$ cat src/rtl/frame_out_pkg.sv
// Shared types and default sizing for the frame output reader.
package frame_out_pkg;

  typedef enum logic [1:0] {IDLE, FETCH, DRAIN, DONE} state_t;

  localparam int IMG_W_DEF   = 256;
  localparam int IMG_H_DEF   = 256;
  localparam int FRAME_WORDS = IMG_W_DEF * IMG_H_DEF;
  localparam int IDX_W       = $clog2(FRAME_WORDS);

  // Counter width that stays legal for degenerate sizes of 1.
  function automatic int idx_width(input int n);
    return (n > 1) ? $clog2(n) : 1;
  endfunction

endpackage

$ cat src/rtl/pix_skid_fifo.sv
// Two-entry FIFO holding {eof, eol, pix}; absorbs the memory read latency.
module pix_skid_fifo #(
  parameter int W = 10
) (
  input  logic         clock,
  input  logic         reset,
  input  logic         push,
  input  logic [W-1:0] push_data,
  input  logic         pop,
  output logic [W-1:0] head_data,
  output logic [1:0]   occupancy
);

  logic [W-1:0] mem [2];
  logic         wr_ptr;
  logic         rd_ptr;

  always_ff @(posedge clock) begin
    if (reset) begin
      mem[0]    <= '0;
      mem[1]    <= '0;
      wr_ptr    <= 1'b0;
      rd_ptr    <= 1'b0;
      occupancy <= 2'd0;
    end else begin
      if (push) begin
        mem[wr_ptr] <= push_data;
        wr_ptr      <= ~wr_ptr;
      end
      if (pop) rd_ptr <= ~rd_ptr;
      occupancy <= occupancy + {1'b0, push} - {1'b0, pop};
    end
  end

  assign head_data = mem[rd_ptr];

endmodule

$ cat src/rtl/frame_output_reader.sv
// Sweeps the output image region of RAM and streams it as valid/ready pixels.
// Build option: define FRAME_LOOP_EN to restart the sweep after every frame.
//
// state | meaning
// IDLE  | waiting for start
// FETCH | issuing reads while buffer credit allows
// DRAIN | all reads issued, emptying the buffer
// DONE  | one-cycle done pulse, start may re-launch
module frame_output_reader
  import frame_out_pkg::*;
#(
  parameter int               WIDTH     = 32,
  parameter logic [WIDTH-1:0] BASE_ADDR = 32'h34000,
  parameter int               IMG_W     = IMG_W_DEF,
  parameter int               IMG_H     = IMG_H_DEF,
  parameter int               PIX_W     = 8
) (
  input  logic             clock,
  input  logic             reset,
  input  logic             start,
  output logic             busy,
  output logic             done,
  output logic [WIDTH-1:0] rdaddress_O,
  input  logic [WIDTH-1:0] q_O,
  output logic [PIX_W-1:0] pix_data,
  output logic             pix_valid,
  input  logic             pix_ready,
  output logic             pix_eol,
  output logic             pix_eof
);

  localparam int FW = IMG_W * IMG_H;
  localparam int IW = idx_width(FW);
  localparam int XW = idx_width(IMG_W);

  state_t          state;
  logic [IW-1:0]   rd_idx;
  logic [XW-1:0]   col;
  logic            inflight;
  logic            infl_eol;
  logic            infl_eof;
  logic [1:0]      occ;
  logic [1:0]      demand;
  logic [PIX_W+1:0] head;
  logic            pop;
  logic            issue;
  logic            last_idx;
  logic            last_col;
  logic            unused_q;

  assign pop      = pix_valid && pix_ready;
  // Credit: entries held plus the read in flight, net of this cycle's pop.
  assign demand   = occ + {1'b0, inflight} - {1'b0, pop};
  assign issue    = (state == FETCH) && (demand < 2'd2);
  assign last_idx = (rd_idx == IW'(FW - 1));
  assign last_col = (col == XW'(IMG_W - 1));

  assign rdaddress_O = BASE_ADDR + WIDTH'(rd_idx);
  assign unused_q    = ^q_O[WIDTH-1:PIX_W];

  pix_skid_fifo #(.W(PIX_W + 2)) u_fifo (
    .clock     (clock),
    .reset     (reset),
    .push      (inflight),
    .push_data ({infl_eof, infl_eol, q_O[PIX_W-1:0]}),
    .pop       (pop),
    .head_data (head),
    .occupancy (occ)
  );

  assign pix_valid = (occ != 2'd0);
  assign pix_data  = head[PIX_W-1:0];
  assign pix_eol   = head[PIX_W];
  assign pix_eof   = head[PIX_W+1];

  always_ff @(posedge clock) begin
    if (reset) begin
      state    <= IDLE;
      rd_idx   <= '0;
      col      <= '0;
      inflight <= 1'b0;
      infl_eol <= 1'b0;
      infl_eof <= 1'b0;
      busy     <= 1'b0;
      done     <= 1'b0;
    end else begin
      inflight <= issue;
      infl_eol <= issue && last_col;
      infl_eof <= issue && last_idx;
      done     <= 1'b0;
      if (issue) begin
        rd_idx <= last_idx ? '0 : rd_idx + IW'(1);
        col    <= last_col ? '0 : col + XW'(1);
      end
      case (state)
        IDLE: begin
          if (start) begin
            state <= FETCH;
            busy  <= 1'b1;
          end
        end
        FETCH: begin
          if (issue && last_idx) state <= DRAIN;
        end
        DRAIN: begin
          if (pop && pix_eof) begin
            done <= 1'b1;
`ifdef FRAME_LOOP_EN
            state <= FETCH;
`else
            state <= DONE;
            busy  <= 1'b0;
`endif
          end
        end
        DONE: begin
          if (start) begin
            state <= FETCH;
            busy  <= 1'b1;
          end else begin
            state <= IDLE;
          end
        end
        default: state <= IDLE;
      endcase
    end
  end

endmodule

$ cat config.mk
export PLATFORM = sky130hd
export DESIGN_NAME = frame_output_reader
export DESIGN_NICKNAME = d
export VERILOG_FILES = /design/src/rtl/frame_out_pkg.sv /design/src/rtl/pix_skid_fifo.sv /design/src/rtl/frame_output_reader.sv
export SDC_FILE = /design/constraint.sdc
export NUM_CORES = 1
export LEC_CHECK = 0
export CAP_MARGIN = 0
export CORE_UTILIZATION = 30
export CTS_CLUSTER_SIZE = 28
export DETAILED_ROUTE_END_ITERATION = 8
export HOLD_SLACK_MARGIN = 0.02
export PLACE_DENSITY = 0.56
export SYNTH_ARGS = -nofsm -noshare
export SYNTH_HDL_FRONTEND = slang
export SYNTH_SLANG_ARGS = --single-unit
$ cat constraint.sdc
create_clock -name clock -period 3.1 [get_ports clock]
set_input_delay 0.62 -clock clock [delete_from_list [all_inputs] [get_ports clock]]
set_output_delay 0.62 -clock clock [all_outputs]
set_load 0.02 [all_outputs]
# ---- Word level (Yosys, flattened, before mapping)
# Memories as Yosys holds them, arrays and structs flattened. A register that Yosys moved wholly into a read port is not among the register bits.
# Index checks and enable logic that the tools add are counted.
dict set report word_totals {
  reg_bits 35
  ram_bits 20
  memories 1
}
# memory depth width read_ports rd_clocked_by_memory_dff write_ports line
set memory_table {}
lappend memory_table {u_fifo.mem 2 10 1 1 2 pix_skid_fifo.sv:14} ;# logic [W-1:0] mem [2];
dict set report op_classes {
  add_sub_neg 5
  magnitude_cmp 1
  eq_ne 9
  mux 21
  bitwise 3
  n_reduce_logical 13
}
# op count
set ops {}
lappend ops {{adder 18 x 16 -> 19 bit, first input constant} 1}
lappend ops {{adder 16 x 1 -> 16 bit, second input constant} 1}
lappend ops {{equality test 16 bit, second input constant} 1}
lappend ops {{two-way mux 16 bit} 1}
lappend ops {{two-way mux 1 bit} 13}
lappend ops {{two-way mux 10 bit} 1}
lappend ops {{OR reduction 10 bit} 1}
lappend ops {{adder 8 x 1 -> 8 bit, second input constant} 1}
lappend ops {{equality test 8 bit, second input constant} 1}
lappend ops {{two-way mux 8 bit} 1}
lappend ops {{case mux 2 bit (4 select lines)} 1}
lappend ops {{two-way mux 2 bit} 3}
lappend ops {{AND reduction 3 bit} 2}
lappend ops {{logical AND 1 bit} 5}
lappend ops {{equality test 2 bit, second input constant} 2}
lappend ops {{inequality test 2 x 1 -> 1 bit, second input constant} 2}
lappend ops {{inequality test 2 bit, second input constant} 2}
lappend ops {{nonzero test 2 bit} 2}
lappend ops {{OR reduction 2 bit} 2}
lappend ops {{inverter 1 bit} 3}
lappend ops {{adder 2 x 1 -> 2 bit} 1}
lappend ops {{equality test 2 x 1 -> 1 bit, second input constant} 1}
lappend ops {{logical NOT 2 bit} 1}
lappend ops {{< comparator 2 bit, second input constant} 1}
lappend ops {{2 further kinds} 2}

# ---- Logic depth before layout (Yosys ltp)
# Gate-level depths: netlist of run 1.
dict set report depth {
  word_depth 8
  mapped_depth 11
  depth_no_buf 9
}

# ---- Cells and area by module
# From an unflattened synthesis of run 1, not the netlist that was laid out.
dict set report unflattened {
  cells_unflattened 304
  area_unflattened_um2 2914.0
}
# module instances cells_each area_per_inst_um2 seq_area_each_um2
set modules_own_cells {}
lappend modules_own_cells {frame_output_reader 1 219 1790.5 620.6}
lappend modules_own_cells {pix_skid_fifo 1 85 1123.6 700.7}

# ---- Worst setup path before layout of run 1
# OpenSTA, ideal clock, no wires.
dict set report synth_path {
  path_type {input -> register}
  from {in pix_ready}
  to {reg state[1]}
  setup_ns 0.068
  arrival_ns 2.360
  t_required_ns 3.032
  slack_ns 0.673
  cell_stages 10
  path_buffers 1
  path_cell_list {o21a_1 -> ha_1 -> inv_1 -> ha_1 -> xnor3_1 -> and2_1 -> buf_6 -> a41oi_2 -> or3b_1 -> a21oi_2}
}
dict set report synth_via {
  elab_chain_len 7
}
# item line
set synth_rtl {}
lappend synth_rtl {{start: declaration} frame_output_reader.sv:27} ;# input logic pix_ready,
lappend synth_rtl {{logical AND 1 bit *} frame_output_reader.sv:51} ;# assign pop = pix_valid && pix_ready;
lappend synth_rtl {{subtractor 2 x 1 -> 2 bit} frame_output_reader.sv:53} ;# assign demand = occ + {1'b0, inflight} - {1'b0, pop};
lappend synth_rtl {{< comparator 2 bit} frame_output_reader.sv:54} ;# assign issue = (state == FETCH) && (demand < 2'd2);
lappend synth_rtl {{logical AND 1 bit} frame_output_reader.sv:54}
lappend synth_rtl {{logical AND 1 bit} frame_output_reader.sv:103} ;# if (issue && last_idx) state <= DRAIN;
lappend synth_rtl {{inequality test 2 x 1 -> 1 bit (no line)} -}
lappend synth_rtl {{AND reduction 3 bit (no line) *} -}
lappend synth_rtl {{end signal: assignment} frame_output_reader.sv:98} ;# state <= FETCH;
lappend synth_rtl {{end signal: assignment} frame_output_reader.sv:103}
lappend synth_rtl {{end signal: assignment} frame_output_reader.sv:111} ;# state <= DONE;
lappend synth_rtl {{end: declaration} frame_output_reader.sv:36} ;# state_t state;
# Mark *: on every way between the ends. The rest lies on a longest branch, timed or not.
# A chain may end at the register's enable or synchronous reset.

# ---- Worst setup path after layout of run 1
dict set report layout_path {
  from {in pix_ready}
  to {reg col[5]}
}
dict set report layout_via {
  elab_chain_len 4
}
# item line
set layout_rtl {}
lappend layout_rtl {{logical AND 1 bit} frame_output_reader.sv:51}
lappend layout_rtl {{via pop} frame_output_reader.sv:45} ;# logic pop;
lappend layout_rtl {{subtractor 2 x 1 -> 2 bit} frame_output_reader.sv:53}
lappend layout_rtl {{< comparator 2 bit} frame_output_reader.sv:54}
lappend layout_rtl {{logical AND 1 bit} frame_output_reader.sv:54}
lappend layout_rtl {{end signal: assignment} frame_output_reader.sv:93} ;# col <= last_col ? '0 : col + XW'(1);
lappend layout_rtl {{end: declaration} frame_output_reader.sv:38} ;# logic [XW-1:0] col;
# The timed path passes the listed nets, and every way through them passes these cells.

==> key figures, run 1 <==
STA
  – WHS: 498 ps
  – Endpoints failing hold: 0
  – Unrepaired setup endpoints after global routing: no
  – Setup TNS: 0 ps
  – Worst slew margin: 0.290
  – Final min period: 2680 ps
  – Pins over their slew limit: 0
  – FMAX: 0.372 GHz
  – Setup-failing EPs final: 0
  – Setup ws final: 415 ps
  – Final Skew: 12.7 ps
  – Final worst-path cycle share: 0.866
  – Worst-Margin Slew: 1060 ps

Routing
  – Routed Antenna Nets: 0
  – Vias: 1824
  – Drt first pass iters: 8
  – DRC Markers: 4
  – Final wirelength: 5.01 mm
  – Via-to-Cell Ratio: 4.38
  – Drt wl/cell: 12.0 µm
  – First-iteration detailed-routing DRC count: 55

Worst setup path
  – Reg2reg start: u_fifo.occupancy[1]
  – CP Data Arrival Time: 2930 ps
  – Reg2Reg Depth: 9
  – Slowest-stage cell, CP: clkdlybuf4s50_1
  – Worst R2R Setup Slack: 750 ps
  – Critical Path Start Type: input port
  – RR Endpoint: state[1]
  – Critical path fanouts, max: 5
  – Crit path top cell by count: ha_1
  – Worst Path Required: 3340 ps
  – CP Buf/Inv Count: 3
  – Cell family with most CP delay: simple AND/OR/NAND/NOR gates
  – Worst path cell trace: clkdlybuf4s50_1, o21a_1, ha_1, inv_1, ha_1, xnor3_1, and2_1, buf_4, and4_1, or2_1, a21oi_1
  – Worst Setup Path Type: input port to flip-flop
  – Critical path origin: pix_ready
  – Worst setup EP type: flip-flop
  – Largest stage delay on the critical path: 460 ps

Yosys
  – Top-area cell type share of the netlist area: 0.258
  – Cell Area, Synth: 0.00280 mm²
  – Library cells used by synthesis: 43
  – Synthesized instance count: 272
  – YS warnings: 0
  – Synthesized area per cell: 10.3 µm²
  – EDFF count, synth: 20
  – Largest area contributor in the netlist: dfxtp_1
  – Post-synthesis sequential area ratio: 0.472
  – Synthesized flop and latch total: 56
  – Asr flop ratio synth: 0
  – Top_reg_cell synth: dfxtp_1
  – Area contributors post-synth: dfxtp_1 (26%), edfxtp_1 (21%), buf_4 (7.5%)
  – Post-synth top cells: dfxtp_1 (36), nor2_1 (36), buf_4 (28)

Min path
  – Hold Crit Class: flip-flop to flip-flop
  – Hold wc startpoint: rd_idx[1]
  – Hold Path Stages: 2
  – Hold EP: rd_idx[1]

Placement
  – Setup WS pre-CTS: 93.4 ps
  – Placed cell count: 408
  – Final GP Congestion: 0.749
  – Buffers on Ports: 43
  – Detail Placement HPWL: 3.47 mm

Floorplanning
  – Starting Density: 0.315
  – Core box area: 0.00889 mm²
  – Die width: 98.5 µm
  – Die H: 98.5 µm
  – # IOs: 81
  – Row count: 34
  – Full die area: 0.00971 mm²

Power and ir drop
  – Highest ir drop seen on vdd: 0.261 mV
  – Final Power: 2.15 mW
  – Static Leak: 1.26 nW
  – Pwr Density: 647 mW/mm²

Flow run
  – Max capacitance violation total: 0

Clock network
  – Maximum root-to-sink buffer count: 2
  – # Post-CTS Setup Buffers: 0
  – CTS root buf: clkbuf_8
  – Worst skew pair latency: 310 ps
  – CTS tree: done
  – Post-cts gate resize count: 0
  – Clock-pin slew on the worst setup and hold paths: 100 ps
  – CTS Buf Count: 5
  – H-tree levels: 2
  – Hold_buf cts: 0
  – Clock sink total: 56

Cells and area
  – Fin nets: 353
  – Area grow syn2layout: 18.7%
  – Layout fillers: 913
  – Diode count: 0
  – Non-filler instance count after layout: 416
  – Layout cells sized above 1: 0.107

Outcome
  – Outcome: finished, violations left
  – Violated checks: design-rule violations

GRT
  – GRT overflow: 0
  – Tot GR Track Use: 0.107
  – Initial antenna violation count: 0
  – First-pass GRT wire length: 8.35 mm
  – Pin count of the biggest net entering global routing: 19
  – Number of global-route vias before repair: 1779
==> cells in the final DEF, fill, tap and decap left out, types with 11 or more instances in the layout <==
cell type	synthesis	layout
and2_1	22	22
clkdlybuf4s50_1	0	43
conb_1	1	13
dfxtp_1	36	36
edfxtp_1	20	20
inv_1	12	12
nand2_1	14	14
nor2_1	36	36
xor2_1	11	11
==> kinds of logic (layout without fill, tap and decap cells) <==
logic type,count (synthesis),in the layout,synth area share
and+or+nand+nor,107,107,0.209
adders and majority gates,10,10,0.0447
buffers and inverters,47,71,0.105
AOI/OAI and AO/OA,17,17,0.0465
xor gates and xnor gates,22,22,0.0738
DFF,56,56,0.472
other,1,13,0.00134
muxes,12,12,0.0474
==> worst min-delay path: stages (launching register included) <==
cell,delay [ps]
dfxtp_1,350
nand2_1,60
a21oi_1,50
==> worst max-delay path by stage <==
| stage | slack (ps) | endpoint | depth (start not counted) |
|---|---|---|---|
| 6_report | 420 | col[5] | 11 |
| 5_1_grt | 280 | col[5] | 11 |
| 4_1_cts | 430 | col[5] | 11 |
| 3_5_place_dp | 90 | col[5] | 11 |
| 3_3_place_gp | 100 | col[5] | 11 |
| 2_1_floorplan | 670 | state[1] | 10 |
==> power breakdown <==
part           leakage (nW)  internal [mW]  total [mW]  switching (mW)
combinational         0.719          0.390       0.802           0.412
sequential            0.499          0.859       0.932          0.0731
clock                0.0461          0.164       0.414           0.250
==> per-stage QoR <==
| stage | instance area, µm² | util |
|---|---|---|
| after detailed placement | 3230 | 0.363 |
| after global placement | 3230 | 0.363 |
| after CTS | 3320 | 0.373 |
| final | 3320 | 0.373 |
| after global routing | 3320 | 0.373 |
| after floorplan | 2840 | - |
==> layout make-up <==
type                            instances  area (µm²)  share of cell area
Clock buffer                            6        72.6              0.0219
Clock inverter                          2        15.0             0.00452
Inverter                               12        45.0              0.0136
Multi-Input combinational cell        181        1230               0.370
Sequential cell                        56        1320               0.398
Tap cell                              108         135              0.0407
Timing Repair Buffer                   51         503               0.152
==> per-layer routing <==
metal | wire length [µm] | vias up | GRT usage
met5 | 0 | - | 0
met4 | 19 | 0 | 0.0310
met3 | 206 | 3 | 0.0255
met2 | 2340 | 39 | 0.181
met1 | 2440 | 838 | 0.136
li1 | - | 944 | -
==> registers in the layout (all words and copies together), names as in the netlist, 2 cells and up, named ones only <==
signal / flops
u_fifo.occupancy: 2
rd_idx: 16
col: 8
state: 2
u_fifo.mem: 20
(Power assumes the default switching activity.)
==> run 2, diff against run 1 <==
--- a/config.mk
+++ b/config.mk
@@ -6,11 +6,11 @@
 export NUM_CORES = 1
 export LEC_CHECK = 0
 export CAP_MARGIN = 0
-export CORE_UTILIZATION = 30
+export CORE_UTILIZATION = 25
 export CTS_CLUSTER_SIZE = 28
 export DETAILED_ROUTE_END_ITERATION = 8
 export HOLD_SLACK_MARGIN = 0.02
-export PLACE_DENSITY = 0.56
+export PLACE_DENSITY = 0.49
 export SYNTH_ARGS = -nofsm -noshare
 export SYNTH_HDL_FRONTEND = slang
 export SYNTH_SLANG_ARGS = --single-unit
==> key figures, run 2 (same netlist as run 1, synthesis figures left out) <==
STA
  – Final min period: 2740 ps
  – Unrepaired setup endpoints after global routing: no
  – Setup TNS: 0 ps
  – Setup-failing EPs final: 0
  – Pins over their slew limit: 0
  – FMAX: 0.365 GHz
  – Worst-Margin Slew: 1130 ps
  – Worst slew margin: 0.245
  – Endpoints failing hold: 0
  – Final worst-path cycle share: 0.884
  – Final Skew: 8.00 ps

GRT
  – Tot GR Track Use: 0.0973
  – Pin count of the biggest net entering global routing: 22
  – M3 GR Usage: 0.0230
  – Busiest grt layer: met2
  – Met1 Track Usage GR: 0.133
  – GRT overflow: 0
  – M2 GR Usage: 0.152
  – Initial antenna violation count: 0
  – Number of global-route vias before repair: 1776
  – First-pass GRT wire length: 8.83 mm

Cells and area
  – Number of flip-flops under the largest register name: 20
  – Leading registers by flop count: u_fifo.mem x20, rd_idx x16, col x8
  – Non-filler instance count after layout: 446
  – Diode count: 0
  – Layout Utilization: 0.309
  – Layout cells sized above 1: 0.105
  – Layout fillers: 1162
  – Most common cell after layout, fill and taps aside: clkdlybuf4s50_1
  – Most frequent cells in the layout: clkdlybuf4s50_1 (43), nor2_1 (36), dfxtp_1 (36), and2_1 (22), edfxtp_1 (20)
  – Area grow syn2layout: 20.1%
  – Top reg by flops: u_fifo.mem
  – Fin nets: 351
  – Register area: 0.00132 mm²
  – Multi-input logic area: 0.00123 mm²

Routing
  – Final wirelength: 5.28 mm
  – DRC Markers: 0
  – First-iteration detailed-routing DRC count: 42
  – Routed Antenna Nets: 0
  – Vias: 1841
  – Via-to-Cell Ratio: 4.13
  – Drt wl/cell: 11.8 µm
  – Drt first pass iters: 4

Clock network
  – Worst skew pair latency: 310 ps
  – Clock-pin slew on the worst setup and hold paths: 110 ps
  – Hold_buf cts: 0
  – Maximum root-to-sink buffer count: 2
  – CTS Buf Count: 5
  – Post-cts gate resize count: 0
  – CTS tree: done
  – Clock sink total: 56
  – # Post-CTS Setup Buffers: 0
  – CTS root buf: clkbuf_8
  – H-tree levels: 2

Floorplanning
  – Row count: 38
  – Full die area: 0.0116 mm²
  – Die H: 108 µm
  – Core box area: 0.0109 mm²
  – # IOs: 81
  – Starting Density: 0.257
  – Die width: 108 µm

Worst setup path
  – Worst Setup Path Type: input port to flip-flop
  – Critical path origin: pix_ready
  – Worst Path Required: 3350 ps
  – Slowest-stage cell, CP: clkdlybuf4s50_1
  – Largest stage delay on the critical path: 430 ps
  – Crit path top cell by count: ha_1
  – Critical Path Start Type: input port
  – Critical path fanouts, max: 7
  – CP Data Arrival Time: 2990 ps
  – Worst setup EP type: flip-flop
  – Reg2reg start: u_fifo.occupancy[1]
  – Worst path cell trace: clkdlybuf4s50_1, o21a_1, ha_1, inv_1, ha_1, xnor3_1, and2_1, a41oi_2, or3b_1, a21oi_2

Placement
  – Placed cell count: 438
  – Final GP Congestion: 0.697
  – Buffers on Ports: 43
  – Detail Placement HPWL: 3.66 mm

Power and ir drop
  – Highest ir drop seen on vdd: 0.255 mV
  – Pwr Density: 664 mW/mm²
  – Static Leak: 1.26 nW

Flow run
  – Max capacitance violation total: 0

Min path
  – Hold Crit Class: flip-flop to flip-flop
  – Hold wc startpoint: col[5]

Outcome
  – Outcome: finished, final reports clean
-- run 2: cell types whose count changed in the layout (fill, tap and decap cells not counted), sizes merged --
| cell | change |
|---|---|
| buf | -2 |
| clkinvlp | +1 |
| inv | -1 |
| clkbuf | -1 |
| bufinv | +1 |
-- run 2: path summary, 6_finish.rpt --
| path | to | slack [ps] | cells past startpoint |
|---|---|---|---|
| worst min register to register | col[5] | 500 | 2 |
| worst max-delay path | state[1] | 360 | 10 |
| worst min-delay path | col[5] | 500 | 2 |
| worst max register to register | state[1] | 690 | 9 |
-- run 2: cell type report --
class,instances,area share
sequential,56,0.393
multi-input combinational,181,0.365
timing repair buffer,49,0.142
tap,140,0.0521
clock buffer,5,0.0205
clock inverter,3,0.0138
inverter,12,0.0134
-- run 2: worst max-delay path: cells and delay by family --
kind | cells | cell delay, ps
xor gates and xnor gates | 1 | 270
adders and majority gates | 2 | 440
and+or+nand+nor | 2 | 760
AOI/OAI and AO/OA | 3 | 450
buffers and inverters | 2 | 470
-- run 2: power by group --
part,total (mW),switching (mW),leakage [nW],internal (mW)
logic,0.800,0.413,0.706,0.387
clock network,0.497,0.253,0.0548,0.244
registers,0.934,0.0748,0.499,0.859
total,2.23,0.741,1.26,1.49
-- run 2: layer usage --
| layer | wire length [µm] | vias to the layer above |
|---|---|---|
| met5 | 0 | - |
| li1 | - | 935 |
| met4 | 37 | 0 |
| met1 | 2700 | 864 |
| met2 | 2310 | 40 |
| met3 | 237 | 2 |
-- run 2: through the flow --
stage,worst slack (ps),instance area (µm²),power [mW],hold WS [ps]
final,360,3360,2.23,496
after global routing,226,3360,2.37,519
after CTS,331,3360,2.26,502
after detailed placement,9.26,3240,1.76,481
after global placement,18.7,3240,1.75,481
after floorplan,673,2840,1.50,458
